**src/rtl/alu_pkg.sv**
```systemverilog
// Shared definitions for the lab ALU: operand-loader FSM state codes and
// the bit positions of the {C,N,V,Z} flag register.
package alu_pkg;

    typedef enum logic [1:0] {
        LOAD_A  = 2'd0,
        LOAD_B  = 2'd1,
        LOAD_OP = 2'd2,
        EXEC    = 2'd3
    } state_e;

    localparam int FLAG_C = 3;
    localparam int FLAG_N = 2;
    localparam int FLAG_V = 1;
    localparam int FLAG_Z = 0;

endpackage

```
**src/rtl/btn_debounce.sv**
```systemverilog
// Raw push-button to single-cycle press pulse: two-flop synchronizer followed
// by a stability counter that fires once per press and re-arms on release.
module btn_debounce #(
    parameter int unsigned DB_CYCLES = 4
) (
    input  logic clk,
    input  logic rst,
    input  logic raw,
    output logic pulse
);

    localparam int CW = $clog2(DB_CYCLES + 1);

    logic [1:0]    sync_q;
    logic [CW-1:0] cnt_q, cnt_d;
    logic          acc_q, acc_d;
    logic          pulse_q, pulse_d;

    // NOTE: every signal gets a default at the top of always_comb so no path leaves it unassigned and infers a latch.
    always_comb begin
        cnt_d   = cnt_q;
        acc_d   = acc_q;
        pulse_d = 1'b0;
        if (!sync_q[1]) begin
            cnt_d = '0;
            acc_d = 1'b0;
        end else if (!acc_q) begin
            if (cnt_q == CW'(DB_CYCLES - 1)) begin
                cnt_d   = CW'(DB_CYCLES);
                acc_d   = 1'b1;
                pulse_d = 1'b1;
            end else begin
                cnt_d = cnt_q + 1'b1;
            end
        end
    end

    // NOTE: sequential state uses non-blocking assignments so all flops update together from pre-edge values.
    always_ff @(posedge clk) begin
        if (rst) begin
            sync_q  <= '0;
            cnt_q   <= '0;
            acc_q   <= 1'b0;
            pulse_q <= 1'b0;
        end else begin
            sync_q  <= {sync_q[0], raw};
            cnt_q   <= cnt_d;
            acc_q   <= acc_d;
            pulse_q <= pulse_d;
        end
    end

    assign pulse = pulse_q;

endmodule

```
**src/rtl/alu_operand_loader.sv**
```systemverilog
// Operand/opcode loader for the lab ALU: steps A -> B -> opcode on debounced
// ENTER presses, then captures the ALU result and flags every cycle in EXEC.
module alu_operand_loader
    import alu_pkg::*;
#(
    parameter int          M         = 4,
    parameter int          OPW       = 4,
    parameter int unsigned DB_CYCLES = 4
) (
    input  logic           clk,
    input  logic           rst,
    input  logic [M-1:0]   sw,
    input  logic           btn_enter,
    input  logic           btn_clear,
    input  logic [M-1:0]   alu_r,
    input  logic           alu_c,
    input  logic           alu_n,
    input  logic           alu_v,
    input  logic           alu_z,
    output logic [M-1:0]   a,
    output logic [M-1:0]   b,
    output logic [OPW-1:0] op,
    output logic           valid,
    output logic [M-1:0]   res,
    output logic [3:0]     flags,
    output logic [1:0]     state
);

    logic enter_pulse, clear_pulse;

    btn_debounce #(.DB_CYCLES(DB_CYCLES)) u_db_enter (
        .clk   (clk),
        .rst   (rst),
        .raw   (btn_enter),
        .pulse (enter_pulse)
    );

    btn_debounce #(.DB_CYCLES(DB_CYCLES)) u_db_clear (
        .clk   (clk),
        .rst   (rst),
        .raw   (btn_clear),
        .pulse (clear_pulse)
    );

    state_e         state_q;
    logic [M-1:0]   a_q, b_q, res_q;
    logic [OPW-1:0] op_q;
    logic [3:0]     flags_q;
    logic           valid_q;

    // Clear shares the reset path, so a simultaneous enter pulse is dropped.
    always_ff @(posedge clk) begin
        if (rst || clear_pulse) begin
            state_q <= LOAD_A;
            a_q     <= '0;
            b_q     <= '0;
            op_q    <= '0;
            res_q   <= '0;
            flags_q <= '0;
            valid_q <= 1'b0;
        end else begin
            if (state_q == EXEC) begin
                res_q           <= alu_r;
                flags_q[FLAG_C] <= alu_c;
                flags_q[FLAG_N] <= alu_n;
                flags_q[FLAG_V] <= alu_v;
                flags_q[FLAG_Z] <= alu_z;
            end
            if (enter_pulse) begin
                case (state_q)
                    LOAD_A: begin
                        a_q     <= sw;
                        state_q <= LOAD_B;
                    end
                    LOAD_B: begin
                        b_q     <= sw;
                        state_q <= LOAD_OP;
                    end
                    LOAD_OP: begin
                        op_q    <= sw[OPW-1:0];
                        state_q <= EXEC;
                        valid_q <= 1'b1;
                    end
                    EXEC: begin
                        state_q <= LOAD_A;
                        valid_q <= 1'b0;
                    end
                endcase
            end
        end
    end

    assign a     = a_q;
    assign b     = b_q;
    assign op    = op_q;
    assign valid = valid_q;
    assign res   = res_q;
    assign flags = flags_q;
    assign state = state_q;

endmodule

```
**config.mk**
```make
export PLATFORM = sky130hd
export DESIGN_NAME = alu_operand_loader
export DESIGN_NICKNAME = d
export VERILOG_FILES = /design/src/rtl/alu_pkg.sv /design/src/rtl/btn_debounce.sv /design/src/rtl/alu_operand_loader.sv
export SDC_FILE = /design/constraint.sdc
export NUM_CORES = 1
export LEC_CHECK = 0
export ABC_CLOCK_PERIOD_IN_PS = 1200
export CORE_MARGIN = 2
export CORE_UTILIZATION = 43
export DETAILED_ROUTE_END_ITERATION = 6
export GPL_TIMING_DRIVEN = 1
export PLACE_DENSITY = 0.76
export SLEW_MARGIN = 20
export SYNTH_ARGS = -nofsm -noshare
export SYNTH_HDL_FRONTEND = slang
export SYNTH_SLANG_ARGS = --single-unit
```
**constraint.sdc**
```tcl
create_clock -name clk -period 1.2 [get_ports clk]
set_input_delay 0.18 -clock clk [delete_from_list [all_inputs] [get_ports clk]]
set_output_delay 0.18 -clock clk [all_outputs]
set_load 0.01 [all_outputs]
```
Yosys cells after proc, flatten, opt, wreduce, memory -nomap -nowiden

Cells that the tools add are included.

Bits in registers: 37
Input port bits: 16
Logic and storage cells: 43
RAM bits: 0
Latch bits: 0
Memory bits (read-only): 0
Memories kept: 0

Shift operators: 0
Eq/ne operators: 5
$mul: 0
Reductions and logical operators: 11
Order comparisons: 0
Multiplexer cells: 8
$add $sub $neg: 2
Bitwise gates (word level): 2
Divide/modulo/power cells: 0

Operators with widths:

| kind                                                | number |
|---|---|
| one-hot mux 2 bit (4 select lines)                  | 1 |
| AND reduction 2 bit                                 | 4 |
| adder 3 x 1 -> 3 bit, second input constant         | 2 |
| equality test 3 x 2 -> 1 bit, second input constant | 2 |
| two-way mux 3 bit                                   | 2 |
| OR reduction 3 bit                                  | 2 |
| equality test 2 bit, second input constant          | 2 |
| two-way mux 1 bit                                   | 4 |
| OR reduction 2 bit                                  | 2 |
| equality test 2 x 1 -> 1 bit, second input constant | 1 |
| logical NOT 2 bit                                   | 1 |
| NOT 1 bit                                           | 2 |
| one-hot mux 1 bit (2 select lines)                  | 1 |
| nonzero test 2 bit                                  | 1 |
| logical OR 1 bit                                    | 1 |

Logic depth before layout (Yosys ltp)

Gate-level depths: netlist of run 1.

Depth in word-level cells: 3
Mapped depth: 5
Gate-level depth less buffers: 4

Cells and area by module

A second synthesis of run 1 with hierarchy kept.

Cells, all modules: 146
Area, all modules: 1549.0 sq um

Modules (own cells, without submodules):

| module             | seq. area each (sq um) | area each (sq um) | cells each | instances |
|---|---|---|---|---|
| alu_operand_loader | 460.4                  | 1046.0            | 100        | 1 |
| btn_debounce       | 140.1                  | 251.5             | 23         | 2 |

Worst setup path after synthesis of run 1

No wires, ideal clock.

Path type: register -> register
Start: register state_q[0] (netlist: state[0])
End: register op_q[0] (netlist: op[0])
Clock period less this slack: 1294 ps
Data arrival time: 1228 ps
Setup time: 66 ps
Path slack: -94 ps
Stages on the path, launching flop included: 6
Cell sequence: dfxtp_1 inv_1 ha_1 buf_1 a21bo_2 a21oi_2

Word-level cells in the longest chain between the ends: 2

RTL lines:

| what                          | RTL line                 | RTL |
|---|---|---|
| start, declared               | alu_operand_loader.sv:45 | `state_e state_q;` |
| start signal, assigned        | alu_operand_loader.sv:54 | `state_q <= LOAD_A;` |
| start signal, assigned        | alu_operand_loader.sv:73 | `state_q <= LOAD_B;` |
| start signal, assigned        | alu_operand_loader.sv:77 | `state_q <= LOAD_OP;` |
| equality test 2 bit           | alu_operand_loader.sv:70 | `case (state_q)` |
| AND reduction 2 bit (no line) | n/a                      |  |
| end signal, assigned          | alu_operand_loader.sv:80 | `op_q <= sw[OPW-1:0];` |
| end, declared                 | alu_operand_loader.sv:47 | `logic [OPW-1:0] op_q;` |

No other way between the ends.
A chain may end at the register's enable or synchronous reset.

Final worst setup path of run 1

Start: register u_db_enter.cnt_q[1]
End: register u_db_enter.cnt_q[1]

Word-level cells in the longest chain between the ends: 2
Elaborated cells on any way between the ends: 3
Classes of those cells: 1 x add/sub; 1 x eq/ne; 1 x mux

RTL lines:

| what                                                                        | RTL line                               | RTL |
|---|---|---|
| start, declared                                                             | btn_debounce.sv:15                     | `logic [CW-1:0] cnt_q, cnt_d;` |
| start signal, assigned                                                      | btn_debounce.sv:47                     | `cnt_q <= cnt_d;` |
| adder 3 x 1 -> 3 bit / equality test 3 x 2 -> 1 bit (equally long branches) | btn_debounce.sv:33, btn_debounce.sv:28 |  |
| two-way mux 3 bit (*)                                                       | btn_debounce.sv:28                     | `if (cnt_q == CW'(DB_CYCLES - 1)) begin` |

Every way passes the cells marked *; elsewhere a longest branch is shown, timed or not.

==> impl_metrics.toml, run 1 <==
[clock_tree]
cts_buffer_depth = 2
h-tree-depth = 2
tritoncts = "done"
numCtsBuffers = 5
cts.sinks = 37
cts_hold_buf = 0
path_clk_slew_ns = 0.10
clk_latency_ns = 0.34
clockRootBuffer = "clkbuf_4"

[global_route]
grt_pass1_vias = 1134
track_usage = 0.171
grt-ovfl-total = 0
grt_first_pass_wirelength_um = 5250
antenna_found_initial = 0
grt_max_degree = 30

[run]
max_cap_viol_count = 0

[die]
die_area_um2 = 4070
die_h_um = 63.8
core-area_um2 = 3390
ios = 39
floorplan.rows = 21
die_x_um = 63.8
start_util = 0.454

[worst_setup_path]
critPathBufInv = 0
cp_common_cell = "ha_4"
cp-start-kind = "flop"
cpMaxStageDelayCell = "or3b_4"
critPathMaxFanout = 3
cpPeakStageDelay_ns = 0.37
end_kind = "flop"
critPathKind = "reg2reg"
critPathRequiredTime_ns = 1.48
cp_top_family = "simple AND/OR/NAND/NOR gates"
cp_cell_sequence = "ha_4, ha_4, or3b_4, a21oi_2"
crit_arrival_ns = 1.51

[final_layout]
stdcell_count = 237
utilization = 0.628
n_fill_cell = 285
fin_area_um2 = 2130
nNetsFinal = 215
drive_gt1_frac = 0.298
area_delta_synth_final_pct = 38.4
diodes = 0

[placed_design]
place_ws_ns = -0.117
placed_cell_area_um2 = 1990
routabilityCongestion = 0.751
io_buffer_count = 38
hpwl_um = 2300
dp_cells = 226

[status]
failed_checks = "negative setup slack"
status = "finished with violations"

[power_and_ir_drop]
p_leak_nw = 0.825
pwr_density_cell_nw_per_um2 = 972
ir_worst_vdd_mv = 0.649
p_total_mw = 2.07

[logic_synthesis]
synthCells = 147
synth_cell_types = 24
ys.flop_type = "dfxtp_1"
synthDominantCellAreaShare = 0.482
syn_area_um2 = 1540
syn_area_per_cell_um2 = 10.5
synth.area.top_cells = "dfxtp_1, a21bo_2, ha_1"
seq_area_frac_synth = 0.482
ys_ff_latch = 37
syn-num-nets = 172
yosysWarnings = 0
synth-edff-count = 0
synthArstFlopShare = 0
yosysTopAreaCell = "dfxtp_1"

[timing]
setup_slack_ns = -0.0318
setup_tns_ns = -0.0516
fin_skew_ns = 0.00813
worst_pin_slew_ns = 0.245
setup_viol = 2
whs_ns = 0.383
min_period_ns = 1.23
maxSlewViolCount = 0
max_freq_mhz = 812
relSlewSlack = 0.837
min_period_over_period = 1.03
finalHoldViolations = 0
rsz0062_at_grt = "true"

[route]
ant_nets = 0
drt_iter0_markers = 62
vias = 1187
first_pass_iters = 4
vias_per_cell = 5.01
routed_wl_um = 3120
drc = 0
wl_per_cell_um = 13.2

[min_path]
hp-class = "in2reg"
[synth_stat cells, drive strengths merged, types with 2 or more instances]
| master | count |
|---|---|
| a21bo | 12 |
| nand2 | 3 |
| nor3b | 2 |
| and2b | 3 |
| nor2b | 3 |
| inv | 4 |
| a211oi | 4 |
| nand3 | 12 |
| or3 | 2 |
| nand2b | 2 |
| a21oi | 16 |
| dfxtp | 37 |
| ha | 9 |
| nor2 | 16 |
| buf | 8 |
| mux2i | 10 |
| clkbuf | 2 |
[state kept, by name, summed over array words and instances, names as in the netlist]
name	cells
u_db_clear.sync_q	2
op	4
state	2
a	4
b	4
u_db_clear.cnt_q	3
u_db_enter.cnt_q	3
u_db_enter.sync_q	2
u_db_clear.acc_q	1
flags	4
valid	1
u_db_enter.acc_q	1
u_db_enter.pulse	1
u_db_clear.pulse	1
res	4
[cell families (layout without fill, tap and decap cells)]
family                   Yosys count  after routing  synth area share
buffers and inverters             14             58            0.0521
multiplexers                      10             10            0.0651
flip-flops                        37             37             0.482
adder cells (fa/ha/maj)            9              9            0.0732
AND/OR/NAND/NOR                   45             45             0.148
AO/OA/AOI/OAI                     32             32             0.180
[routing by layer]
layer / global-route usage / wire length [µm] / vias to the layer above
li1: - / - / 586
met1: 0.194 / 1280 / 569
met2: 0.283 / 1620 / 27
met3: 0.0739 / 166 / 5
met4: 0.0652 / 54 / 0
met5: 0 / 0 / -
[final timing paths]
path                            cells after the start              endpoint  slack, ns                 start
worst max-delay path                                4   u_db_enter.cnt_q[1]      -0.03   u_db_enter.cnt_q[1]
worst min-delay path                                2  u_db_enter.sync_q[0]       0.38             btn_enter
worst max register to register                      4   u_db_enter.cnt_q[1]      -0.03   u_db_enter.cnt_q[1]
worst min register to register                      1  u_db_enter.sync_q[1]       0.45  u_db_enter.sync_q[0]
[final cells by class]
cell class                 instances  area (µm²)  area share
multi-input combinational         96         774       0.364
tap                               46        57.6      0.0270
timing repair buffer              46         458       0.215
sequential                        37         753       0.354
inverter                           4        15.0     0.00705
clock buffer                       7        65.1      0.0306
clock inverter                     1        5.00     0.00235
[placed cells by master (no fill, tap or decap), types with 2 or more instances in the layout]
cell type / instances
and2b_1: 3
nand2_1: 3
a211oi_1: 3
buf_12: 3
clkbuf_4: 5
buf_4: 5
clkdlybuf4s15_1: 10
a21oi_1: 3
nor2b_1: 3
ha_2: 4
or3_1: 2
nor3b_1: 2
clkdlybuf4s50_1: 15
dlygate4sd2_1: 12
nor2_1: 16
ha_4: 3
nand2b_1: 2
dfxtp_1: 31
clkbuf_8: 2
a21bo_2: 12
dfxtp_2: 4
a21oi_2: 13
nand3_1: 12
ha_1: 2
dfxtp_4: 2
mux2i_1: 10
inv_1: 4
[power by group]
group	switching, mW	total, mW	internal [mW]
clock network	0.394	0.734	0.339
logic	0.0377	0.101	0.0637
registers	0.00309	1.23	1.23
total	0.435	2.07	1.63
[repair_timing]
| action | 4_1_cts | 5_1_grt |
|---|---|---|
| setup buffers | 3 | 0 |
| setup endpoints to repair | 39 | 19 |
| resized for setup | 36 | 17 |
| pin swaps | 4 | 5 |
Power figures use the tool's default switching activity.
==> run 2: changes to the inputs <==
--- a/config.mk
+++ b/config.mk
@@ -11,6 +11,7 @@
 export DETAILED_ROUTE_END_ITERATION = 6
 export GPL_TIMING_DRIVEN = 1
 export PLACE_DENSITY = 0.76
+export RECOVER_POWER = 50
 export SLEW_MARGIN = 20
 export SYNTH_ARGS = -nofsm -noshare
 export SYNTH_HDL_FRONTEND = slang
==> run 2 against run 1 <==
Compared with the run above:
- the run still ends with negative setup slack left
- non-clock buffer count stayed put
- utilization is 0.52 points lower
- critical path depth stayed put
- global-route usage stayed put
- flip-flop and latch count stayed put
- first-iteration DRC count is 3.2% lower
- sequential power hardly changed
- design area is 0.82% lower
- sequential share of layout area is 0.12 points higher
- cell count stayed put
- setup slack hardly changed
- critical path type unchanged
- largest power group unchanged
- highest routed layer unchanged
==> impl_metrics.toml, run 2 (synthesis results as in run 1) <==
[status]
status = "finished with violations"
failed_checks = "negative setup slack"

[clock_tree]
cts_buffer_depth = 2
numCtsBuffers = 5
h-tree-depth = 2
cts_hold_buf = 0
clk_latency_ns = 0.34
clockRootBuffer = "clkbuf_4"
tritoncts = "done"
path_clk_slew_ns = 0.10
cts.sinks = 37

[final_layout]
drive_gt1_frac = 0.288
area_delta_synth_final_pct = 37.3
final_common_cell = "dfxtp_1"
diodes = 0
stdcell_count = 237
final_cell_mix = "dfxtp_1, nor2_1, clkdlybuf4s50_1"
nNetsFinal = 215

[die]
die_h_um = 63.8
die_area_um2 = 4070
core-area_um2 = 3390
die_x_um = 63.8
start_util = 0.454
ios = 39
floorplan.rows = 21

[timing]
fin_skew_ns = 0.00852
relSlewSlack = 0.837
min_period_over_period = 1.03
min_period_ns = 1.23
finalHoldViolations = 0
max_freq_mhz = 812
setup_viol = 2
maxSlewViolCount = 0
rsz0062_at_grt = "true"
worst_pin_slew_ns = 0.245
setup_slack_ns = -0.0318

[min_path]
whs_endpoint = "u_db_enter.sync_q[0]"
hp-class = "in2reg"
worstHoldStart = "btn_enter"
min_path_cells = 2

[route]
vias_per_cell = 5.00
ant_nets = 0
wl_met2_um = 1630
drc = 0
vias = 1186
routed_wl_um = 3120
m1WireLength_um = 1280
first_pass_iters = 4
wl_met3_um = 161
wl_per_cell_um = 13.2
top_layer = "met4"
drt_iter0_markers = 60

[placed_design]
io_buffer_count = 38
routabilityCongestion = 0.751
hpwl_um = 2300
dp_cells = 226

[power_and_ir_drop]
seq_power_share = 0.597
ir_worst_vdd_mv = 0.649
p_sw_mw = 0.436
pwr_density_cell_nw_per_um2 = 981
switching_share = 0.210
p_total_mw = 2.07
clkPwrFrac = 0.355
p_int_mw = 1.64
combPwrFrac = 0.049
p_leak_nw = 0.818

[worst_setup_path]
critPathKind = "reg2reg"
end_kind = "flop"
reg2reg_to = "u_db_enter.cnt_q[1]"
r2r_start = "u_db_enter.cnt_q[1]"
cp-start-kind = "flop"
r2r_slack_ns = -0.03
reg2reg_depth = 4
critPathRequiredTime_ns = 1.48
critPathMaxFanout = 3
crit_arrival_ns = 1.51

[global_route]
antenna_found_initial = 0
track_usage = 0.171
grt_pass1_vias = 1134
grt-ovfl-total = 0
grt_first_pass_wirelength_um = 5250
grt_max_degree = 30

[run]
max_cap_viol_count = 0
run 2: power groups by stage:
stage	clock network, mW	logic, mW	registers (mW)
after global routing	0.824	0.109	1.24
after detailed placement	0	0.0992	1.27
after global placement	0	0.0957	1.27
final	0.734	0.101	1.24
after floorplan	0	0.0367	1.27
after CTS	0.754	0.102	1.24
run 2: cell type report:
type	count	area, µm²
Clock buffer	7	65.1
Fill cell	289	1280
Sequential cell	37	749
Clock inverter	1	5.00
Inverter	4	15.0
Multi-Input combinational cell	96	774
Tap cell	46	57.6
Timing Repair Buffer	46	444
run 2: metal layers:
metal  GRT usage  up-vias
li1            -      585
met1       0.194      571
met2       0.283       25
met3      0.0739        5
met4      0.0652        0
met5           0        -
run 2: how the worst max path moves through the flow:
stage	start	endpoint	slack (ns)	depth (start not counted)
2_1_floorplan	state[0]	a[0]	0.01	5
3_3_place_gp	rst	valid	-0.09	4
3_5_place_dp	rst	state[0]	-0.12	4
4_1_cts	u_db_enter.cnt_q[0]	u_db_enter.cnt_q[1]	-0.04	4
5_1_grt	u_db_clear.cnt_q[0]	u_db_clear.cnt_q[0]	-0.08	4
6_report	u_db_enter.cnt_q[1]	u_db_enter.cnt_q[1]	-0.03	4
run 2: worst max-delay path, stage by stage, from the launching register on:
cell	delay, ns
dfxtp_2	0.35
ha_4	0.16
ha_4	0.15
or3b_4	0.37
a21oi_2	0.14
run 2: metrics by stage:
stage | area (µm²) | setup WS [ns] | hold WS (ns) | utilization | setup TNS [ns]
floorplan | 1540 | 0.0113 | 0.252 | - | 0
global placement | 1990 | -0.0919 | 0.413 | 0.587 | -0.315
detailed placement | 1990 | -0.117 | 0.429 | 0.587 | -0.669
CTS | 2100 | -0.0442 | 0.369 | 0.619 | -0.0442
global route | 2110 | -0.0835 | 0.364 | 0.623 | -0.393
finish | 2110 | -0.0318 | 0.383 | 0.623 | -0.0511
run 2: repair_timing:
action                                  CTS  global route
pin swaps                                 4             5
gates resized for setup                  36            17
hold endpoints to repair                  0             0
buffers inserted                          3             0
endpoints found under the setup margin   39            19
==> run 3: changes to the inputs <==
--- a/config.mk
+++ b/config.mk
@@ -5,7 +5,7 @@
 export SDC_FILE = /design/constraint.sdc
 export NUM_CORES = 1
 export LEC_CHECK = 0
-export ABC_CLOCK_PERIOD_IN_PS = 1200
+export ABC_CLOCK_PERIOD_IN_PS = 1050
 export CORE_MARGIN = 2
 export CORE_UTILIZATION = 43
 export DETAILED_ROUTE_END_ITERATION = 6
==> constraint.sdc (replaced) <==
create_clock -name clk -period 1.05 [get_ports clk]
set_input_delay 0.1575 -clock clk [delete_from_list [all_inputs] [get_ports clk]]
set_output_delay 0.1575 -clock clk [all_outputs]
set_load 0.01 [all_outputs]
==> run 3 against run 2 <==
Compared with the run above:
- the flow still finishes with violations (negative setup slack)
- worst hold slack lost 0.018 ns
- register-to-register slack lost 0.14 ns
- non-clock buffer count grew 4
- clock power is 15% higher
- largest cell class unchanged
==> impl_metrics.toml, run 3 (synthesis results as in run 1) <==
[status]
status = "finished with violations"
failed_checks = "negative setup slack"

[timing]
relSlewSlack = 0.734
max_freq_mhz = 822
min_period_over_period = 1.16
finalHoldViolations = 0
min_period_ns = 1.22
whs_ns = 0.364
setup_slack_ns = -0.167
worst_pin_slew_ns = 0.398
fin_skew_ns = 0.00497
maxSlewViolCount = 0
setup_viol = 19
rsz0062_at_grt = "true"

[clock_tree]
tritoncts = "done"
clk_latency_ns = 0.34
clockRootBuffer = "clkbuf_4"
numCtsBuffers = 5
cts.sinks = 37
h-tree-depth = 2
path_clk_slew_ns = 0.10
cts_buffer_depth = 2

[die]
floorplan.rows = 21
ios = 39
core-area_um2 = 3390
die_x_um = 63.8
start_util = 0.454
die_h_um = 63.8
die_area_um2 = 4070

[route]
routed_wl_um = 3430
drt_iter0_markers = 50
ant_nets = 0
wl_per_cell_um = 14.2
drc = 0
vias_per_cell = 5.03
first_pass_iters = 4
vias = 1213

[worst_setup_path]
critPathMaxFanout = 3
cp_top_family = "simple AND/OR/NAND/NOR gates"
cpPeakStageDelay_ns = 0.36
cp_common_cell = "ha_4"
cp-start-kind = "flop"
cpMaxStageDelayCell = "or3b_1"
critPathRequiredTime_ns = 1.33
end_kind = "flop"
critPathKind = "reg2reg"
cp_cell_sequence = "ha_4, ha_4, or3b_1, a21oi_2"
crit_arrival_ns = 1.50
critPathBufInv = 0

[global_route]
grt_first_pass_wirelength_um = 5330
track_usage = 0.174
grt_max_degree = 30
antenna_found_initial = 0
grt-ovfl-total = 0
grt_pass1_vias = 1195

[run]
max_cap_viol_count = 0

[placed_design]
io_buffer_count = 38
hpwl_um = 2230
routabilityCongestion = 0.746
placed_cell_area_um2 = 2060

[final_layout]
area_delta_synth_final_pct = 45.5
diodes = 0
final_cell_mix = "dfxtp_1, buf_2, dfxtp_2"
seq_area_um2 = 767
multi_input_area_um2 = 885
n_fill_cell = 269
fin_area_um2 = 2240
drive_gt1_frac = 0.538
utilization = 0.660
nNetsFinal = 219

[power_and_ir_drop]
p_total_mw = 2.37
pwr_density_cell_nw_per_um2 = 1060
ir_worst_vdd_mv = 0.681
p_leak_nw = 0.859

[min_path]
hp-class = "in2reg"
run 3: path summary, 6_finish.rpt:
check,start,endpoint,slack (ns),cells after the start
worst min register to register,u_db_enter.sync_q[0],u_db_enter.sync_q[1],0.45,1
worst max register to register,u_db_enter.cnt_q[1],u_db_enter.cnt_q[1],-0.17,4
worst min-delay path,btn_enter,u_db_enter.sync_q[0],0.36,2
worst max-delay path,u_db_enter.cnt_q[1],u_db_enter.cnt_q[1],-0.17,4
run 3: layer usage:
layer | share of wire | vias up | global-route usage
li1 | - | 593 | -
met2 | 0.54 | 33 | 0.299
met5 | 0 | - | 0
met4 | 0.022 | 0 | 0.0870
met3 | 0.056 | 8 | 0.0722
met1 | 0.38 | 579 | 0.182
run 3: area by class of cell:
cell class | count | share of cell area
Timing Repair Buffer | 50 | 0.196
Sequential cell | 37 | 0.343
Clock buffer | 7 | 0.0291
Clock inverter | 1 | 0.00224
Multi-Input combinational cell | 96 | 0.395
Tap cell | 46 | 0.0257
Inverter | 4 | 0.00895
run 3: per-stage QoR:
stage	setup WS, ns	TNS [ns]	cells
after floorplan	-0.0787	-0.312	147
after global placement	-0.219	-4.14	228
after detailed placement	-0.262	-4.92	228
after CTS	-0.164	-0.594	239
after global routing	-0.209	-1.93	241
final	-0.167	-0.820	241
run 3: where the power goes:
part / total (mW) / internal (mW) / switching [mW]
clock: 0.845 / 0.388 / 0.457
combinational: 0.119 / 0.0734 / 0.0456
sequential: 1.41 / 1.41 / 0.00374
total: 2.37 / 1.87 / 0.507
run 3: worst register-to-register path: stages (launching register included):
cell	delay [ns]
dfxtp_2	0.35
ha_4	0.16
ha_4	0.15
or3b_1	0.36
a21oi_2	0.13
run 3: what timing repair did:
action,4_1_cts,5_1_grt
setup buffers,3,1
hold buffers,0,0
cloned,0,1
pin swaps,7,8
resized for setup,130,13
setup endpoints to repair,47,31
